`src/rtl/reg_file_sb.sv`:
```
// Multi-read-port register file with registered reads, write-to-read forwarding,
// immediate substitution on the last read port and a busy-bit scoreboard that
// stalls decode while a source operand is still waiting for its write-back.
module reg_file_sb #(
    parameter int unsigned DATA_W   = 16,
    parameter int unsigned ADDR_W   = 4,
    parameter int unsigned NUM_RD   = 2,
    parameter int unsigned IMM_W    = 4,
    parameter bit          ZERO_REG = 1'b0
) (
    input  logic                      clk,
    input  logic                      reset,
    input  logic                      rd_valid,
    input  logic [NUM_RD*ADDR_W-1:0]  rd_addr,
    input  logic                      imm_sel,
    input  logic [IMM_W-1:0]          imm_val,
    input  logic                      issue_en,
    input  logic [ADDR_W-1:0]         issue_dst,
    input  logic                      wr_en,
    input  logic [ADDR_W-1:0]         wr_addr,
    input  logic [DATA_W-1:0]         wr_data,
    output logic [NUM_RD*DATA_W-1:0]  rd_data,
    output logic                      rd_data_valid,
    output logic                      rd_stall,
    output logic [(2**ADDR_W)-1:0]    busy
);

    localparam int unsigned DEPTH = 2**ADDR_W;
    localparam int          LAST  = int'(NUM_RD) - 1;

    logic [DATA_W-1:0]        regs_q [DEPTH];
    logic [DEPTH-1:0]         busy_q, busy_d;
    logic [NUM_RD*DATA_W-1:0] rd_data_q, rd_data_d;
    logic                     rd_data_valid_q;
    logic                     hazard;
    logic                     accept;
    logic                     wr_ok;
    logic                     issue_ok;
    logic [ADDR_W-1:0]        haz_addr;
    logic [ADDR_W-1:0]        rdp_addr;

    // Writes to a hardwired-zero r0 are dropped entirely (no data, no busy clear).
    assign wr_ok    = wr_en && !(ZERO_REG && (wr_addr == '0));
    assign issue_ok = accept && issue_en && !(ZERO_REG && (issue_dst == '0));

    // Source hazard: a busy operand stalls unless this cycle's write-back resolves it.
    always_comb begin
        hazard   = 1'b0;
        haz_addr = '0;
        for (int p = 0; p < int'(NUM_RD); p++) begin
            haz_addr = rd_addr[p*ADDR_W +: ADDR_W];
            if (busy_q[haz_addr]
                && !(wr_en && (wr_addr == haz_addr))
                && !((p == LAST) && imm_sel)
                && !(ZERO_REG && (haz_addr == '0))) begin
                hazard = 1'b1;
            end
        end
    end

    assign rd_stall = rd_valid && hazard;
    assign accept   = rd_valid && !hazard;

    // Read data next-state: immediate, then forwarding, then zero reg, then array.
    always_comb begin
        rd_data_d = rd_data_q;
        rdp_addr  = '0;
        if (accept) begin
            for (int p = 0; p < int'(NUM_RD); p++) begin
                rdp_addr = rd_addr[p*ADDR_W +: ADDR_W];
                if ((p == LAST) && imm_sel) begin
                    rd_data_d[p*DATA_W +: DATA_W] = DATA_W'(imm_val);
                end else if (wr_ok && (wr_addr == rdp_addr)) begin
                    rd_data_d[p*DATA_W +: DATA_W] = wr_data;
                end else if (ZERO_REG && (rdp_addr == '0)) begin
                    rd_data_d[p*DATA_W +: DATA_W] = '0;
                end else begin
                    rd_data_d[p*DATA_W +: DATA_W] = regs_q[rdp_addr];
                end
            end
        end
    end

    // Scoreboard next-state: write-back clears first so a same-cycle claim wins.
    always_comb begin
        busy_d = busy_q;
        if (wr_ok) begin
            busy_d[wr_addr] = 1'b0;
        end
        if (issue_ok) begin
            busy_d[issue_dst] = 1'b1;
        end
    end

    // Register array; reset loads each register with its own index.
    always_ff @(posedge clk or negedge reset) begin
        if (!reset) begin
            for (int i = 0; i < int'(DEPTH); i++) begin
                regs_q[i] <= DATA_W'(i);
            end
        end else if (wr_ok) begin
            regs_q[wr_addr] <= wr_data;
        end
    end

    // Scoreboard and read-port output registers.
    always_ff @(posedge clk or negedge reset) begin
        if (!reset) begin
            busy_q          <= '0;
            rd_data_q       <= '0;
            rd_data_valid_q <= 1'b0;
        end else begin
            busy_q          <= busy_d;
            rd_data_q       <= rd_data_d;
            rd_data_valid_q <= accept;
        end
    end

    assign rd_data       = rd_data_q;
    assign rd_data_valid = rd_data_valid_q;
    assign busy          = busy_q;

endmodule

```
`config.mk`:
```
export PLATFORM = sky130hd
export DESIGN_NAME = reg_file_sb
export DESIGN_NICKNAME = d
export VERILOG_FILES = /design/src/rtl/reg_file_sb.sv
export SDC_FILE = /design/constraint.sdc
export NUM_CORES = 1
export LEC_CHECK = 0
export CAP_MARGIN = 20
export CORE_MARGIN = 4
export CORE_UTILIZATION = 55
export CTS_CLUSTER_SIZE = 40
export DETAILED_ROUTE_END_ITERATION = 12
export PLACE_DENSITY = 0.76
export SETUP_SLACK_MARGIN = 0.05
export SLEW_MARGIN = 20
export SYNTH_ARGS = -nofsm -noshare
export SYNTH_HDL_FRONTEND = slang
export SYNTH_SLANG_ARGS = --single-unit
```
`constraint.sdc`:
```
create_clock -name clk -period 2.3 [get_ports clk]
set_input_delay 0.575 -clock clk [delete_from_list [all_inputs] [get_ports clk]]
set_output_delay 0.575 -clock clk [all_outputs]
set_load 0.005 [all_outputs]
```
## Word level (Yosys, flattened, before mapping)

Cells that the tools add are included.

- Order comparisons: 10
- Equal/unequal tests: 2
- Muxes and demuxes: 24
- Bitwise gates (word level): 6
- Reductions and logical operators: 15

Operator list:

| kind | number |
|---|---|
| 256-bit bitwise mux | 1 |
| 16-bit 2-to-1 mux | 10 |
| 16-bit binary-select mux with 4-bit select | 2 |
| 16-bit demux with 4-bit select | 1 |
| 4-bit by 5-bit less-than comparator with 1-bit output, second input constant | 4 |
| 16-bit AND | 1 |
| 16-bit inverter | 1 |
| 16-bit bitwise OR | 1 |
| 5-bit >= comparator, second input constant | 3 |
| 4-bit inverter with 5-bit output | 3 |
| 1-bit logical AND | 11 |
| 1-bit binary-select mux with 4-bit select | 2 |
| 1-bit demux with 4-bit select | 2 |
| 4-bit equality test | 2 |
| 4-bit by 1-bit >= comparator with 1-bit output, second input constant | 2 |
| 1-bit 2-to-1 mux | 6 |
| 5-bit by 1-bit less-than comparator with 1-bit output, second input constant | 1 |
| 1-bit logical NOT | 4 |

- Bits in registers: 305
- Input bits: 42
- Output and inout port bits: 50
- Logic and storage cells: 76

## Logic depth before layout (Yosys ltp)

- Word-level depth: 10
- Mapped depth: 9
- Mapped depth without buffers: 6

## Worst setup path after synthesis

OpenSTA, ideal clock, no wires.

- Kind: in2reg
- Start point: input rd_addr[4]
- End point: register rd_data_q[17] (netlist: rd_data[17])
- Setup time: 0.127 ns
- Arrival time: 2.482 ns
- Data required time: 2.173 ns
- Setup slack: -0.309 ns
- Stages on the path: 9
- Buffers on the path: 4
- Cells stage by stage: buf_2 -> buf_4 -> buf_4 -> buf_4 -> mux4_2 -> a22oi_1 -> a31oi_1 -> a211oi_1 -> o31ai_1

- Word-level cells in the longest chain between the ends: 8
- Elaborated cells on any way between the ends: 16
- Classes of those cells: 1 x eq/ne; 8 x mux; 1 x bitwise; 6 x reduce/logical

RTL lines:

| what | line | text |
|---|---|---|
| start, declared | 14 | `input logic [NUM_RD*ADDR_W-1:0] rd_addr,` |
| parallel branches: the longest is 8 deep, another holds 16-bit binary-select mux with 4-bit select | -- |  |
| end signal, assigned | 114 | `rd_data_q <= rd_data_d;` |
| end, declared | 33 | `logic [NUM_RD*DATA_W-1:0] rd_data_q, rd_data_d;` |

Parallel ways; which one is timed is not known. The select of a mux whose other input is x is not followed.
A chain may end at the register's enable or synchronous reset.

## Final worst setup path

- Start point: register busy_q[13] (netlist: busy[13])
- End point: output rd_stall

- Word-level cells in the longest chain between the ends: 6
- Elaborated cells on any way between the ends: 10
- Classes of those cells: 6 x mux; 4 x reduce/logical

RTL lines:

| what | line | text |
|---|---|---|
| start, declared | 32 | `logic [DEPTH-1:0] busy_q, busy_d;` |
| start signal, assigned | 113 | `busy_q <= busy_d;` |
| 1-bit binary-select mux with 4-bit select | 52 | `if (busy_q[haz_addr]` |
| 1-bit 2-to-1 mux (not written as such) | 52 |  |
| 1-bit logical AND | 53 | `&& !(wr_en && (wr_addr == haz_addr))` |
| 1-bit 2-to-1 mux / 1-bit logical AND (equally long branches) | 52, 54 |  |
| 1-bit 2-to-1 mux * | 52 |  |
| 1-bit logical AND * | 61 | `assign rd_stall = rd_valid && hazard;` |
| end, declared | 24 | `output logic rd_stall,` |

Every way passes the cells marked *; elsewhere a longest branch is shown, timed or not. The select of a mux whose other input is x is not followed.

==> impl_summary.md <==
Run status
The flow ran to the end, but the final reports show violations. The checks that failed: setup timing.

Setup path
The maximum net fanout on the critical path is 3. The path length in cells of the critical path is 6. The data required time of the critical path is about 1700 ps. The critical path start-end classification is register to output port. The critical path buffer and inverter count is 1. For the worst setup path, the data arrival time is between 2000 and 2500 ps. The cell with the biggest individual delay on the critical path is sky130_fd_sc_hd__mux4_2.

The worst register-to-register path has a depth of 8. The flop-to-flop setup slack is -260 ps. The critical path endpoint category is an output port. STA classifies the critical path startpoint as a register. In this run the worst setup path begins at busy[13].

The end of the worst register-to-register path is busy[1]. On the worst path, the slowest cell contributes a delay of 470 ps. The signal on the critical path passes through mux2i_1, mux4_2, a22o_1, or2_4, a21oi_2, buf_2. The end of the critical path is rd_stall. The kind of cell with the highest combined delay along the critical path is multiplexers.

The startpoint of the most critical register-to-register path is busy[14].

Clock tree
The CTS buffer count is 31. The clock transition at the registers of the reported paths is roughly 60 ps. The CTS tree is built.

The clock root buffer is sky130_fd_sc_hd__clkbuf_16. CTS built an H-tree with a depth of 1. The longest clock path from root to sink contains 3 buffers. The source-to-sink clock delay at the later pin of the worst-skew pair is just under 600 ps.

The number of sinks handled by clock tree synthesis is about 300.

Pwr
The combinational cell fraction of total power is between 20 and 30%. For this design the total switching power over the nets is 0.00495 W. The clock network fraction of total power is 29.6%.

The power density of the placed cells is between 800 and 900 mW/mm2. Across the VDD grid, the largest voltage drop is ~0.58 mV. In this run switching power makes up between 20 and 30% of total power.

The internal power of the cells totals 0.0130 W. The design draws 0.0180 W. Of the total power, registers draw between 40% and 50%. The leakage power total is approximately 8.5 nW.

Flow run
Max-cap violations in this run came to 0.

Layout
In the final layout, the share of cells above drive strength 1 is between 50% and 60%. The net count of the finished layout is roughly 1,300. The count of antenna diodes in the layout is 0. The count of placed standard cells in the final layout, fillers left out is ~1,700. Compared with the post-synthesis result, the final layout area differs by 25.7%. The utilization of the core after routing is a little over two thirds.

Floorplan
The die covers 0.0322 mm2. The initial core utilization is about 56%. 92 I/O pins were placed.

After floorplanning, the core was sized to cover about 0.029 mm2. In this run the core area contains 62 standard-cell rows. The height of the chip is about 180 um. The width of the die is 179 um.

STA
The number of hold-slack violations in the final timing report is 0. At the pin with the least slew margin, the transition time is roughly 770 ps. The time the worst path needs with I/O delays and setup is 2810 ps. Setup violations remaining at the end of the flow were counted as 35. Setup repair after global routing could not meet its margin everywhere. The number of pins exceeding their max-slew limit in the final report was 0.

The smallest hold slack is ~480 ps. The final clock period utilization by the worst path is 122%. The fmax is 355 MHz. In this run the tightest slew margin relative to its limit is approximately half. Once routing completed, OpenROAD measured the worst setup slack at -514 ps. Adding up every negative setup slack in the final design gives -3570 ps. The clock skew after layout is about 26 ps.

Synth
The cell accounting for the most synthesized area is sky130_fd_sc_hd__dfrtp_1. Summing the sequential cell areas from Yosys gives a little under half of the chip area. The number of synthesis warnings is 0.

In the post-synthesis netlist, the biggest area contributors are sky130_fd_sc_hd__dfrtp_1 42%, sky130_fd_sc_hd__mux4_2 20%, sky130_fd_sc_hd__mux2_2 18%. The count of unique library cells instantiated by Yosys is between 40 and 50. The per-instance average area after synthesis is between 10 and 15 um2.

The fraction of synthesized cell area taken by the top area cell type is between 40% and 50%. The cell count after synthesis came out at around 1,100. The synthesized netlist occupies a cell area of around 0.016 mm2. The number of nets handed over by synthesis was about 1,100. The synthesized flop and latch total is around 310.

Global routing
Across every metal layer, demand over resource in global routing totals between 20% and 30%. The maximum number of pins on one net before global-route repair is 64. The number of antenna violations at the first check in global routing is 0. The overflow left after global routing is 0. The via count of the first global-routing pass came to roughly 12,000. The first global-routing pass estimated about 71 mm of wire.

Routing
The number of iterations in the first detailed-routing pass is 5. The per-cell routed wire length is 28.2 um. After the first detailed-routing iteration, the DRC count stood at roughly 1,200. For this block, the routed nets add up to roughly 48 mm of wire.

Summing over every cut layer, the via total after detailed routing is 11,500. After detailed routing, the number of vias per cell comes to about 6.7. For this run, design rule violations remaining after detail routing come to 0. Once detail routing completed, the nets flagged for antenna violations numbered 0.

Hold path
The depth of the worst hold-timing path is 2. The worst hold path belongs to the class register to register. The worst hold path begins at rd_data[3].

Placed design
The post-DP HPWL is ~29 mm. The count of buffers inserted at the top-level ports is 91. The routability-driven placement congestion ratio is just under 0.9. The cell total after placement is roughly 1,600.
repair_timing:
action	in CTS	in global routing
gates cloned	1	8
pin swaps	4	21
endpoints found under the hold margin	41	0
setup endpoints to repair	48	47
hold buffers	1	0
setup buffers	2	11
resized for setup	27	86
cells in the final DEF (no fill, tap or decap), drive strengths merged, types with 4 or more instances in the layout:
cell           synthesis  routed
clkinv                 0       6
a211oi                19      19
o31ai                  5       5
nand3                  5       5
clkdlybuf4s50          0      76
xor2                   5       5
a2111oi               12      12
nand2                 41      41
a31oi                  4       4
a2111o                12      12
clkbuf                72      55
mux2                 257     257
mux4                 144     144
mux2i                 34      34
buf                   33     178
nor2b                 25      25
nand2b                 4       4
dfstp                 32      32
inv                    7       8
a21oi                  8       8
a22o                   7       7
o21ai                 41      41
a22oi                  4       4
or3                    4       4
dfrtp                273     273
nand3b                 4       4
nor2                  29      29
final cells by class:
cell class                      count  area [um2]
Clock buffer                       48         940
Clock inverter                     10         144
Fill cell                        1848        8540
Inverter                            7        26.3
Multi-Input combinational cell    684        8270
Sequential cell                   305        7670
Tap cell                          384         480
Timing Repair Buffer              268        2780
per-layer routing:
layer	global-route usage [%]	wire length, um
met5	0	0
met2	43.9	22800
met1	40.1	19300
met4	8.29	1700
met3	5.90	4290
through the flow:
stage               instance area, um2  worst slack [ps]
detailed placement               18600             -1070
floorplan                        16300              -177
global route                     20300              -612
CTS                              19800              -514
finish                           20300              -514
global placement                 18600             -1070
state kept, by name, indices dropped and copies added, names as in the netlist:
name / flops
regs_q: 256
rd_data_valid: 1
rd_data: 32
busy: 16
cell usage after synthesis (all sizes together):
library cell	number
a211oi	19
o221ai	1
nand2	41
or3	4
nor3b	1
mux4	144
dfstp	32
a22o	7
nor2	29
inv	7
a41o	1
a2111oi	12
o32ai	1
mux2	257
a22oi	4
a31oi	4
o31ai	5
a21oi	8
o41ai	1
nand4	1
buf	33
nand3b	4
nor4b	1
dfrtp	273
clkbuf	72
nand2b	4
nor3	2
mux2i	34
nor2b	25
a32o	1
xnor2	3
a2111o	12
xor2	5
nand3	5
or2	2
and2	3
or4b	1
and4	1
o21ai	41
cells by family (layout without fill, tap and decap cells):
family,count (synthesis),after routing,synth area share [%]
XOR/XNOR,8,8,0.434
flip-flops,305,305,47.5
AND/OR/NAND/NOR,124,124,3.82
buffers and inverters,112,333,2.97
AO/OA/AOI/OAI,117,117,5.23
multiplexers,435,435,40.1
tightest hold or removal path, cell delays in order (launching register included):
cell	delay [ps]
sky130_fd_sc_hd__dfrtp_1	340
sky130_fd_sc_hd__nand2_1	50
sky130_fd_sc_hd__o21ai_0	60
worst min-delay path by stage:
| stage | endpoint | slack, ps |
|---|---|---|
| 3_3_place_gp | rd_data[31] | 460 |
| 5_1_grt | rd_data[3] | 510 |
| 6_report | rd_data[3] | 480 |
| 3_5_place_dp | rd_data[19] | 470 |
| 2_1_floorplan | busy[0] | 280 |
| 4_1_cts | rd_data[19] | 480 |
power groups by stage:
stage / Combinational (W) / Sequential [W] / Clock [W]
finish: 0.00489 / 0.00776 / 0.00531
global route: 0.00520 / 0.00790 / 0.00558
CTS: 0.00453 / 0.00769 / 0.00533
detailed placement: 0.00444 / 0.00776 / 0
global placement: 0.00432 / 0.00765 / 0
floorplan: 0.00287 / 0.00747 / 0
Note: power is estimated with default switching activity, not from simulation.
